File: src/rtl/alu_pkg.sv
// alu_pkg: shared definitions for the ALU command sequencer.
// Holds the opcode values, the frame sync nibble, response status codes
// and the sequencer FSM state encoding.
package alu_pkg;

   localparam logic [3:0] OP_ADD = 4'h0;
   localparam logic [3:0] OP_SUB = 4'h1;
   localparam logic [3:0] OP_MUL = 4'h2;
   localparam logic [3:0] OP_DIV = 4'h3;

   localparam logic [3:0] SYNC = 4'h5;

   localparam logic [7:0] ST_OK    = 8'h01;
   localparam logic [7:0] ST_UNSUP = 8'h00;
   localparam logic [7:0] ST_DIVZ  = 8'h02;

   typedef enum logic [2:0] {
      S_IDLE    = 3'd0,
      S_GET_A   = 3'd1,
      S_GET_B   = 3'd2,
      S_ISSUE   = 3'd3,
      S_CAPTURE = 3'd4,
      S_SEND    = 3'd5
   } state_t;

endpackage

File: src/rtl/alu_cmd_sequencer_if.sv
// alu_cmd_sequencer_if: bundles the command byte stream (rx_*), the
// arithmetic unit issue/result bus, the response byte stream (tx_*) and
// the busy/err status lines.
//   master : host link + arithmetic unit side
//   slave  : the sequencer
interface alu_cmd_sequencer_if #(
   parameter int unsigned WIDTH = 16
);
   logic [7:0]              rx_data;
   logic                    rx_valid;
   logic                    rx_ready;
   logic signed [WIDTH-1:0] a;
   logic signed [WIDTH-1:0] b;
   logic [3:0]              alu_fun;
   logic                    arith_en;
   logic [2*WIDTH-1:0]      res_in;
   logic                    res_flag;
   logic [7:0]              tx_data;
   logic                    tx_valid;
   logic                    tx_ready;
   logic                    busy;
   logic                    err;

   modport master (
      output rx_data, rx_valid, res_in, res_flag, tx_ready,
      input  rx_ready, a, b, alu_fun, arith_en, tx_data, tx_valid, busy, err
   );

   modport slave (
      input  rx_data, rx_valid, res_in, res_flag, tx_ready,
      output rx_ready, a, b, alu_fun, arith_en, tx_data, tx_valid, busy, err
   );
endinterface

File: src/rtl/alu_rsp_serializer.sv
// alu_rsp_serializer: loads a status byte plus a 2*WIDTH result and shifts
// them out MSB first as 1 + 2*NB bytes under valid/ready.
//   i_load     : capture i_status/i_result and start sending
//   i_tx_ready : downstream accepts the current byte
//   o_tx_data  : current byte, held while stalled
//   o_tx_valid : byte available
//   o_last_c   : final byte accepted this cycle (combinational)
module alu_rsp_serializer #(
   parameter int unsigned WIDTH = 16
) (
   input  logic                 clk,
   input  logic                 rst,
   input  logic                 i_load,
   input  logic [7:0]           i_status,
   input  logic [2*WIDTH-1:0]   i_result,
   input  logic                 i_tx_ready,
   output logic [7:0]           o_tx_data,
   output logic                 o_tx_valid,
   output logic                 o_last_c
);
   localparam int unsigned NBYTES = 1 + 2 * (WIDTH / 8);
   localparam int unsigned TOT_W  = 8 + 2 * WIDTH;
   localparam int unsigned LEFT_W = $clog2(NBYTES + 1);

   logic [TOT_W-1:0]  r_shift;
   logic [LEFT_W-1:0] r_left;
   logic              r_valid;
   logic              w_fire;

   assign w_fire     = r_valid & i_tx_ready;
   assign o_last_c   = w_fire & (r_left == LEFT_W'(1));
   assign o_tx_data  = r_shift[TOT_W-1 -: 8];
   assign o_tx_valid = r_valid;

   // Shift register advances only on an accepted byte, so data is stable under stall
   always_ff @(posedge clk or negedge rst) begin
      if (!rst) begin
         r_shift <= '0;
         r_left  <= '0;
         r_valid <= 1'b0;
      end else if (i_load) begin
         r_shift <= {i_status, i_result};
         r_left  <= LEFT_W'(NBYTES);
         r_valid <= 1'b1;
      end else if (w_fire) begin
         r_left <= r_left - LEFT_W'(1);
         if (r_left == LEFT_W'(1)) begin
            r_valid <= 1'b0;
         end else begin
            r_shift <= {r_shift[TOT_W-9:0], 8'h00};
         end
      end
   end

endmodule

File: src/rtl/alu_cmd_sequencer.sv
// alu_cmd_sequencer: receives opcode/A/B command frames over a byte stream,
// issues one operation to the registered arithmetic unit, captures its
// result and returns status + result over a response byte stream.
//   clk, rst : clock, async active-low reset
//   bus      : slave side of alu_cmd_sequencer_if (rx/tx streams, ALU bus,
//              busy, err)
module alu_cmd_sequencer
   import alu_pkg::*;
#(
   parameter int unsigned WIDTH = 16
) (
   input  logic                clk,
   input  logic                rst,
   alu_cmd_sequencer_if.slave  bus
);
   localparam int unsigned NB    = WIDTH / 8;
   localparam int unsigned CNT_W = (NB > 1) ? $clog2(NB) : 1;

   state_t                  r_state;
   logic [CNT_W-1:0]        r_cnt;
   logic signed [WIDTH-1:0] r_a;
   logic signed [WIDTH-1:0] r_b;
   logic [3:0]              r_fun;
   logic                    r_arith_en;
   logic                    r_rx_ready;
   logic                    r_busy;
   logic                    r_err;
   logic                    r_divz;

   logic                    w_rx_fire;
   logic                    w_cnt_last;
   logic signed [WIDTH-1:0] w_a_shift;
   logic signed [WIDTH-1:0] w_b_shift;
   logic                    w_divz;
   logic                    w_ld;
   logic [7:0]              w_status;
   logic [2*WIDTH-1:0]      w_result;
   logic                    w_tx_last;

   assign w_rx_fire  = bus.rx_valid & r_rx_ready;
   assign w_cnt_last = (r_cnt == CNT_W'(NB - 1));
   assign w_a_shift  = WIDTH'({r_a, bus.rx_data});
   assign w_b_shift  = WIDTH'({r_b, bus.rx_data});
   // Decided on the last B byte so arith_en can be suppressed from its first cycle
   assign w_divz     = (r_fun == OP_DIV) && (w_b_shift == '0);

   // Divide-by-zero loads from ISSUE; normal results load from CAPTURE
   assign w_ld     = ((r_state == S_ISSUE) && r_divz) || (r_state == S_CAPTURE);
   assign w_status = (r_state == S_CAPTURE) ? {7'b0, bus.res_flag} : ST_DIVZ;
   assign w_result = (r_state == S_CAPTURE) ? bus.res_in : '0;

   always_ff @(posedge clk or negedge rst) begin
      if (!rst) begin
         r_state    <= S_IDLE;
         r_cnt      <= '0;
         r_a        <= '0;
         r_b        <= '0;
         r_fun      <= '0;
         r_arith_en <= 1'b0;
         r_rx_ready <= 1'b0;
         r_busy     <= 1'b0;
         r_err      <= 1'b0;
         r_divz     <= 1'b0;
      end else begin
         r_err      <= 1'b0;
         r_arith_en <= 1'b0;
         case (r_state)
            S_IDLE: begin
               r_rx_ready <= 1'b1;
               if (w_rx_fire) begin
                  if (bus.rx_data[7:4] == SYNC) begin
                     r_fun   <= bus.rx_data[3:0];
                     r_cnt   <= '0;
                     r_busy  <= 1'b1;
                     r_state <= S_GET_A;
                  end else begin
                     r_err <= 1'b1;
                  end
               end
            end
            S_GET_A: begin
               if (w_rx_fire) begin
                  r_a <= w_a_shift;
                  if (w_cnt_last) begin
                     r_cnt   <= '0;
                     r_state <= S_GET_B;
                  end else begin
                     r_cnt <= r_cnt + CNT_W'(1);
                  end
               end
            end
            S_GET_B: begin
               if (w_rx_fire) begin
                  r_b <= w_b_shift;
                  if (w_cnt_last) begin
                     r_cnt      <= '0;
                     r_rx_ready <= 1'b0;
                     r_divz     <= w_divz;
                     r_arith_en <= ~w_divz;
                     r_state    <= S_ISSUE;
                  end else begin
                     r_cnt <= r_cnt + CNT_W'(1);
                  end
               end
            end
            S_ISSUE: begin
               r_state <= r_divz ? S_SEND : S_CAPTURE;
            end
            S_CAPTURE: begin
               r_state <= S_SEND;
            end
            S_SEND: begin
               if (w_tx_last) begin
                  r_rx_ready <= 1'b1;
                  r_busy     <= 1'b0;
                  r_state    <= S_IDLE;
               end
            end
            default: begin
               r_rx_ready <= 1'b1;
               r_busy     <= 1'b0;
               r_state    <= S_IDLE;
            end
         endcase
      end
   end

   alu_rsp_serializer #(.WIDTH(WIDTH)) u_rsp (
      .clk        (clk),
      .rst        (rst),
      .i_load     (w_ld),
      .i_status   (w_status),
      .i_result   (w_result),
      .i_tx_ready (bus.tx_ready),
      .o_tx_data  (bus.tx_data),
      .o_tx_valid (bus.tx_valid),
      .o_last_c   (w_tx_last)
   );

   assign bus.rx_ready = r_rx_ready;
   assign bus.a        = r_a;
   assign bus.b        = r_b;
   assign bus.alu_fun  = r_fun;
   assign bus.arith_en = r_arith_en;
   assign bus.busy     = r_busy;
   assign bus.err      = r_err;

endmodule

File: src/flat_wrapper.sv
// flat-port wrapper written by rule: the top's interface ports become plain ports
module alu_cmd_sequencer_flat import alu_pkg::*;
#(
   parameter int unsigned WIDTH = 16
)
  (clk, rst, bus_rx_data, bus_rx_valid, bus_res_in, bus_res_flag, bus_tx_ready, bus_rx_ready, bus_a, bus_b, bus_alu_fun, bus_arith_en, bus_tx_data, bus_tx_valid, bus_busy, bus_err);
  alu_cmd_sequencer_if #(.WIDTH(WIDTH)) bus_i ();
  input  logic clk;
  input  logic rst;
  input wire logic [$bits(bus_i.rx_data)-1:0] bus_rx_data;
  input wire logic [$bits(bus_i.rx_valid)-1:0] bus_rx_valid;
  input wire logic [$bits(bus_i.res_in)-1:0] bus_res_in;
  input wire logic [$bits(bus_i.res_flag)-1:0] bus_res_flag;
  input wire logic [$bits(bus_i.tx_ready)-1:0] bus_tx_ready;
  output wire logic [$bits(bus_i.rx_ready)-1:0] bus_rx_ready;
  output wire logic [$bits(bus_i.a)-1:0] bus_a;
  output wire logic [$bits(bus_i.b)-1:0] bus_b;
  output wire logic [$bits(bus_i.alu_fun)-1:0] bus_alu_fun;
  output wire logic [$bits(bus_i.arith_en)-1:0] bus_arith_en;
  output wire logic [$bits(bus_i.tx_data)-1:0] bus_tx_data;
  output wire logic [$bits(bus_i.tx_valid)-1:0] bus_tx_valid;
  output wire logic [$bits(bus_i.busy)-1:0] bus_busy;
  output wire logic [$bits(bus_i.err)-1:0] bus_err;
  assign bus_i.rx_data = bus_rx_data;
  assign bus_i.rx_valid = bus_rx_valid;
  assign bus_i.res_in = bus_res_in;
  assign bus_i.res_flag = bus_res_flag;
  assign bus_i.tx_ready = bus_tx_ready;
  assign bus_rx_ready = bus_i.rx_ready;
  assign bus_a = bus_i.a;
  assign bus_b = bus_i.b;
  assign bus_alu_fun = bus_i.alu_fun;
  assign bus_arith_en = bus_i.arith_en;
  assign bus_tx_data = bus_i.tx_data;
  assign bus_tx_valid = bus_i.tx_valid;
  assign bus_busy = bus_i.busy;
  assign bus_err = bus_i.err;
  alu_cmd_sequencer #(.WIDTH(WIDTH)) u_core (.clk(clk), .rst(rst), .bus(bus_i));
endmodule
File: config.mk
export PLATFORM = sky130hd
export DESIGN_NAME = alu_cmd_sequencer_flat
export DESIGN_NICKNAME = d
export VERILOG_FILES = /design/src/rtl/alu_pkg.sv /design/src/rtl/alu_cmd_sequencer_if.sv /design/src/rtl/alu_rsp_serializer.sv /design/src/rtl/alu_cmd_sequencer.sv /design/src/flat_wrapper.sv
export SDC_FILE = /design/constraint.sdc
export NUM_CORES = 1
export LEC_CHECK = 0
export ABC_CLOCK_PERIOD_IN_PS = 5200
export CAP_MARGIN = 20
export CORE_AREA = 2 2 93 104
export CTS_CLUSTER_SIZE = 24
export DETAILED_ROUTE_END_ITERATION = 8
export DIE_AREA = 0 0 95 106
export HOLD_SLACK_MARGIN = 0.12
export PLACE_DENSITY = 0.73
export SLEW_MARGIN = 20
export SYNTH_ARGS = -nofsm -noshare
export SYNTH_HDL_FRONTEND = slang
export SYNTH_HIERARCHICAL = 1
export SYNTH_SLANG_ARGS = --single-unit
File: constraint.sdc
create_clock -name clk -period 5.2 [get_ports clk]
set_clock_uncertainty 0.2 [all_clocks]
set_input_delay 1.04 -clock clk [delete_from_list [all_inputs] [get_ports clk]]
set_output_delay 1.04 -clock clk [all_outputs]
set_load 0.01 [all_outputs]
After elaboration in Yosys (flattened, before gate mapping)
Index checks and enable logic that the tools add are counted.
Cells by class
  add/sub/neg operators: 2
  equal/unequal tests: 17
  multiplexer cells: 38
  bitwise logic cells: 6
  reduce and logical (&&, ||, !) cells: 21
Operators with widths (count)
  $mux W40: 3
  $mux W32: 1
  $mux W3: 9
  $mux W1: 20
  $pmux W3 S6: 1
  $logic_not A16 Y1: 1
  $ne A2 B1 Y1 const B: 7
  $reduce_and A4 Y1: 3
  $reduce_and A2 Y1: 4
  $reduce_and A7 Y1: 1
  $eq A3 B1 Y1 const B: 2
  $eq A3 B2 Y1 const B: 2
  $eq A3 B3 Y1 const B: 2
  $pmux W1 S3: 2
  $reduce_and A3 Y1: 2
  $reduce_bool A2 Y1: 3
  $eq A4 B2 Y1 const B: 1
  $eq A4 B3 Y1 const B: 1
  $ne A2 B2 Y1 const B: 2
  $reduce_or A4 Y1: 1
  $and A1 B1 Y1: 3
  $logic_not A3 Y1: 1
  $not A1 Y1: 3
  $reduce_or A3 Y1: 1
  7 further kinds: 8
Storage, ports and cells
  register bits: 89
  input port bits: 45
  output and inout port bits: 49
  logic and storage cells: 97

Logic depth before layout (Yosys ltp)
  depth after elaboration: 6
  mapped depth: 10
  mapped depth without buffers: 8

By module
The synthesis kept the hierarchy.
Modules (own cells, without submodules)
  alu_rsp_serializer: instances 1, cells each 211, area an instance 2248.4 µm², sequential area each 1101.1 µm²
  alu_cmd_sequencer: instances 1, cells each 176, area an instance 2133.3 µm², sequential area each 1126.1 µm²

Least setup slack after synthesis
Ideal clock, no wire load.
  path type: input port to flip-flop
  from: input bus_rx_valid
  to: register u_core.r_a[5] (netlist: u_core/bus.a[5])
  setup time: 125 ps
  data arrival time: 1996 ps
  required time: 4875 ps
  path slack: 2880 ps
  cell stages on the path: 4
  path buffers: 1
  cell sequence: nand3b_4 > nor3b_4 > buf_8 > mux2_2
On the way
  word-level cells in the longest chain between the ends: 2
RTL lines
  from (decl): RTL line flat_wrapper.sv:11  | input wire logic [$bits(bus_i.rx_valid)-1:0] bus_rx_valid;
  $and A1 B1 Y1: RTL line alu_cmd_sequencer.sv:40  | assign w_rx_fire = bus.rx_valid & r_rx_ready;
  $reduce_and A2 Y1 (no source line)
  to (signal assigned): RTL line alu_cmd_sequencer.sv:83  | r_a <= w_a_shift;
  to (decl): RTL line alu_cmd_sequencer.sv:21  | logic signed [WIDTH-1:0] r_a;
No other way between the ends.
A chain may end at the register's enable or synchronous reset.

Final worst setup path
  from: register u_core.r_state[1]
  to: register u_core.u_rsp.r_shift[20]
On the way
  word-level cells in the longest chain between the ends: 5
  elaborated cells on any way between the ends: 9
  those cells by class: eq/ne: 3; mux: 2; reduce/logical: 4
RTL lines
  from (decl): RTL line alu_cmd_sequencer.sv:19  | state_t r_state;
  from (signal assigned): RTL line alu_cmd_sequencer.sv:107  | r_state <= r_divz ? S_SEND : S_CAPTURE;
  $eq A3 B2 Y1: RTL line alu_cmd_sequencer.sv:48  | assign w_ld = ((r_state == S_ISSUE) && r_divz) || (r_state == S_CAPTURE);
  $logic_and A1 B1 Y1: RTL line alu_cmd_sequencer.sv:48
  $logic_or A1 B1 Y1 *: RTL line alu_cmd_sequencer.sv:48
  net u_core.w_ld: RTL line alu_cmd_sequencer.sv:35  | logic w_ld;
  $ne A2 B2 Y1 (no source line) / $reduce_bool A2 Y1 (equally long branches)
  $reduce_and A2 Y1 (no source line)
  to (signal assigned): RTL line alu_rsp_serializer.sv:42  | r_shift <= {i_status, i_result};
  to (signal assigned): RTL line alu_rsp_serializer.sv:50  | r_shift <= {r_shift[TOT_W-9:0], 8'h00};
  to (decl): RTL line alu_rsp_serializer.sv:25  | logic [TOT_W-1:0] r_shift;
The timed path passes the listed nets; every way through them passes the cells marked *.

==> results.cfg <==
[finish]
final_area_mm2 = 0.00551
fillers = 744
final_core_utilization_pct = 60.4
num-nets-final = 509
areaGrowthSynthToFinish_pct = 25.8
drive_gt1_share_pct = 14.8
n_antenna_cell = 0

[place]
io_buffers = 93
half_perimeter_wire_length_after_detailed_placement_um = 6200
placed_cell_area_mm2 = 0.00531
gp_routability_congestion = 0.789

[min_path]
worstHoldPathType = reg2reg
min_delay_path_depth = 1
hold_path_startpoint = u_core/bus.b[13]
min_delay_worst_endpoint = u_core/bus.b[13]

[power_and_ir_drop]
p_leak_uw = 0.00246
power.density_mw_per_mm2 = 527
vdd_ir_drop_max_mv = 0.357

[outcome]
run_status = finished, final reports clean

[global_routing]
grtUsageTotal_pct = 19.8
grt_antenna_before_repair = 0
grt_use_met1_pct = 30.0
largest_net_degree_at_the_start_of_global_routing = 85
grt_most_used_layer = met1
globalRouteMet2Util_pct = 27.9
grt_remaining_overflow = 0
grt_pass1_wl_um = 15700
groute.layer.met3.usage_pct = 4.11
first_global_vias = 3104

[setup_path]
worst-endpoint-required_ns = 5.24
cpMostUsedCell = sky130_fd_sc_hd__buf_4
critPathSlowestCell = sky130_fd_sc_hd__buf_4
crit_fanout = 84
critical_path.endpoint_type = register
critical_path_arrival_ns = 2.93
regToRegEndpoint = u_core/u_rsp/r_shift[20]
critical-path-max-stage-delay_ns = 0.61
gate_family_responsible_for_the_most_delay_along_the_worst_path = buffers and inverters
criticalPathCategory = reg2reg
critical_path.n_buffers_inverters = 2
crit_path_cell_trace = nor2_2 > buf_4 > nand2_1 > o21ai_4 > buf_4 > nor2b_1 > nor3b_1 > a221o_1
rr_worst_depth = 8
startpoint = u_core/r_state[1]
reg2reg_start = u_core/r_state[1]
regToRegSetupSlack_ns = 2.32
critical_path_start_type = register

[floorplan]
num_rows = 37
ioPinCount = 94
initial_core_util_pct = 48.0
dieArea_mm2 = 0.0101
die_h_um = 106
die_width_um = 95
core-area_mm2 = 0.00912

[synth]
post-synth-top-area-cell = sky130_fd_sc_hd__dfrtp_1
yosysWarningCount = 6
post-synth-top-count-cell = sky130_fd_sc_hd__dfrtp_1
synth.cell_area_mm2 = 0.00438
synth-edff-count = 0
synth.yosys.seq_area_share_pct = 50.8
commonest_cells_in_the_netlist = sky130_fd_sc_hd__dfrtp_1 (89), sky130_fd_sc_hd__mux2_2 (37), sky130_fd_sc_hd__nor2b_1 (34), sky130_fd_sc_hd__and3_1 (33), sky130_fd_sc_hd__a221o_1 (32)
synth.avg_cell_area_um2 = 11.3
synth_top_flop_cell = sky130_fd_sc_hd__dfrtp_1
synth.ff_latch_count = 89
ys_types = 41
synth_cells = 387
synth_top_area_share_pct = 50.8
async_flop_share_pct = 100
post_synth_main_area_contributors = sky130_fd_sc_hd__dfrtp_1 (51%), sky130_fd_sc_hd__mux2_2 (9.5%), sky130_fd_sc_hd__a221o_1 (7.3%), sky130_fd_sc_hd__nor2b_1 (4.9%), sky130_fd_sc_hd__and3_1 (4.7%)

[route]
route.detailed.drc = 0
vias = 3219
post_drt_wl_per_cell_um = 16.6
drt_iter0_drc = 243
dr.pass1.iters = 5
antenna_left = 0
routed_wl_um = 9700
via_density_per_instance = 5.51

[clock_network]
numClockSinks = 89
clockRootBuffer = sky130_fd_sc_hd__clkbuf_8
clk_pin_slew_worst_paths_ns = 0.09
cts-hold-fix-buffers = 0
tritoncts = yes
worst_skew_pair.late_latency_ns = 0.35
cts-resized-gates = 0
cts_inserted_buffers = 9
number_of_buffers_added_for_setup_after_cts = 0
cts_buffer_depth = 2
ctsHtreeMaxLevel = 3

[sta]
min_period_over_period_pct = 55.5
hold_slack_ns = 0.318
endpoints_failing_setup = 0
grt_setup_unrepaired = false
report.final.hold_viol_count = 0
min_period_ns = 2.88
headroom_to_the_max_slew_limit_pct = 49.2
finalMaxSlewViolations = 0
timing.fmax_ghz = 0.347
worst_pin_slew_ns = 0.760
setup-tns-final_ns = 0

[run]
cap_viol_max_count = 0
==> through the flow <==
stage | cells | total power (uW) | setup WS [ns]
2_1_floorplan | 392 | 1940 | 2.88
3_3_place_gp | 568 | 2390 | 2.07
3_5_place_dp | 568 | 2420 | 2.02
4_1_cts | 584 | 2920 | 2.34
5_1_grt | 584 | 3090 | 2.12
6_report | 584 | 2910 | 2.32
==> per-layer routing <==
| layer | share of wire (%) | up-vias |
|---|---|---|
| met5 | 0 | - |
| met4 | 1.4 | 0 |
| met3 | 4.4 | 10 |
| met2 | 47 | 80 |
| met1 | 47 | 1590 |
| li1 | - | 1539 |
==> state kept, by name, summed over array words and instances (netlist names) <==
signal,cells
u_core/bus.a,16
u_core/bus.alu_fun,4
u_core/bus.arith_en,1
u_core/bus.b,16
u_core/bus.busy,1
u_core/bus.err,1
u_core/bus.rx_ready,1
u_core/r_cnt,1
u_core/r_divz,1
u_core/r_state,3
u_core/u_rsp/o_tx_valid,1
u_core/u_rsp/r_left,3
u_core/u_rsp/r_shift,40
==> cells in the final DEF, fill, tap and decap left out, types with 5 or more instances in the layout <==
cell type	synthesis	layout
sky130_fd_sc_hd__a21oi_1	6	6
sky130_fd_sc_hd__a221o_1	32	32
sky130_fd_sc_hd__and3_1	33	33
sky130_fd_sc_hd__buf_4	10	6
sky130_fd_sc_hd__clkbuf_8	0	11
sky130_fd_sc_hd__clkdlybuf4s50_1	0	92
sky130_fd_sc_hd__conb_1	1	6
sky130_fd_sc_hd__dfrtp_1	89	89
sky130_fd_sc_hd__mux2_2	37	37
sky130_fd_sc_hd__nand2_1	16	16
sky130_fd_sc_hd__nand2b_1	12	12
sky130_fd_sc_hd__nor2_1	6	5
sky130_fd_sc_hd__nor2b_1	34	33
sky130_fd_sc_hd__nor3_1	10	10
sky130_fd_sc_hd__nor3b_1	24	24
sky130_fd_sc_hd__nor4_1	5	5
sky130_fd_sc_hd__o21ai_0	11	10
==> power breakdown <==
part	switching [uW]	internal [uW]	total, uW
logic	602	690	1290
clock network	241	247	488
registers	177	950	1130
==> logic make-up (layout without fill, tap and decap cells) <==
| family | count (synthesis) | count (layout) | synth area share, % |
|---|---|---|---|
| compound gates | 56 | 56 | 10.5 |
| xor+xnor | 3 | 3 | 0.600 |
| fa+ha+maj | 2 | 2 | 0.571 |
| buf+inv | 43 | 118 | 5.45 |
| flops | 89 | 89 | 50.8 |
| mux | 37 | 37 | 9.51 |
| other cells | 1 | 6 | 0.0856 |
| simple gates | 156 | 156 | 22.4 |
==> cell type report <==
type / instances / area [um2] / share of cell area (%)
repair buffers: 98 / 966 / 17.5
clock inverters: 5 / 53.8 / 0.976
well taps: 117 / 146 / 2.66
multi-input cells: 260 / 1950 / 35.4
clock buffers: 11 / 151 / 2.75
flip-flops and latches: 89 / 2230 / 40.4
inverters: 4 / 15.0 / 0.272
==> how the worst max path moves through the flow <==
stage / slack (ns) / cells after the start / end
CTS: 2.34 / 8 / u_core/u_rsp/r_shift[23]
detailed placement: 2.02 / 4 / u_core/bus.a[6]
global route: 2.12 / 8 / u_core/u_rsp/r_shift[20]
floorplan: 2.88 / 4 / u_core/bus.a[5]
finish: 2.32 / 8 / u_core/u_rsp/r_shift[20]
global placement: 2.07 / 4 / u_core/bus.a[6]
No activity file was read; power rests on OpenSTA's default activity.
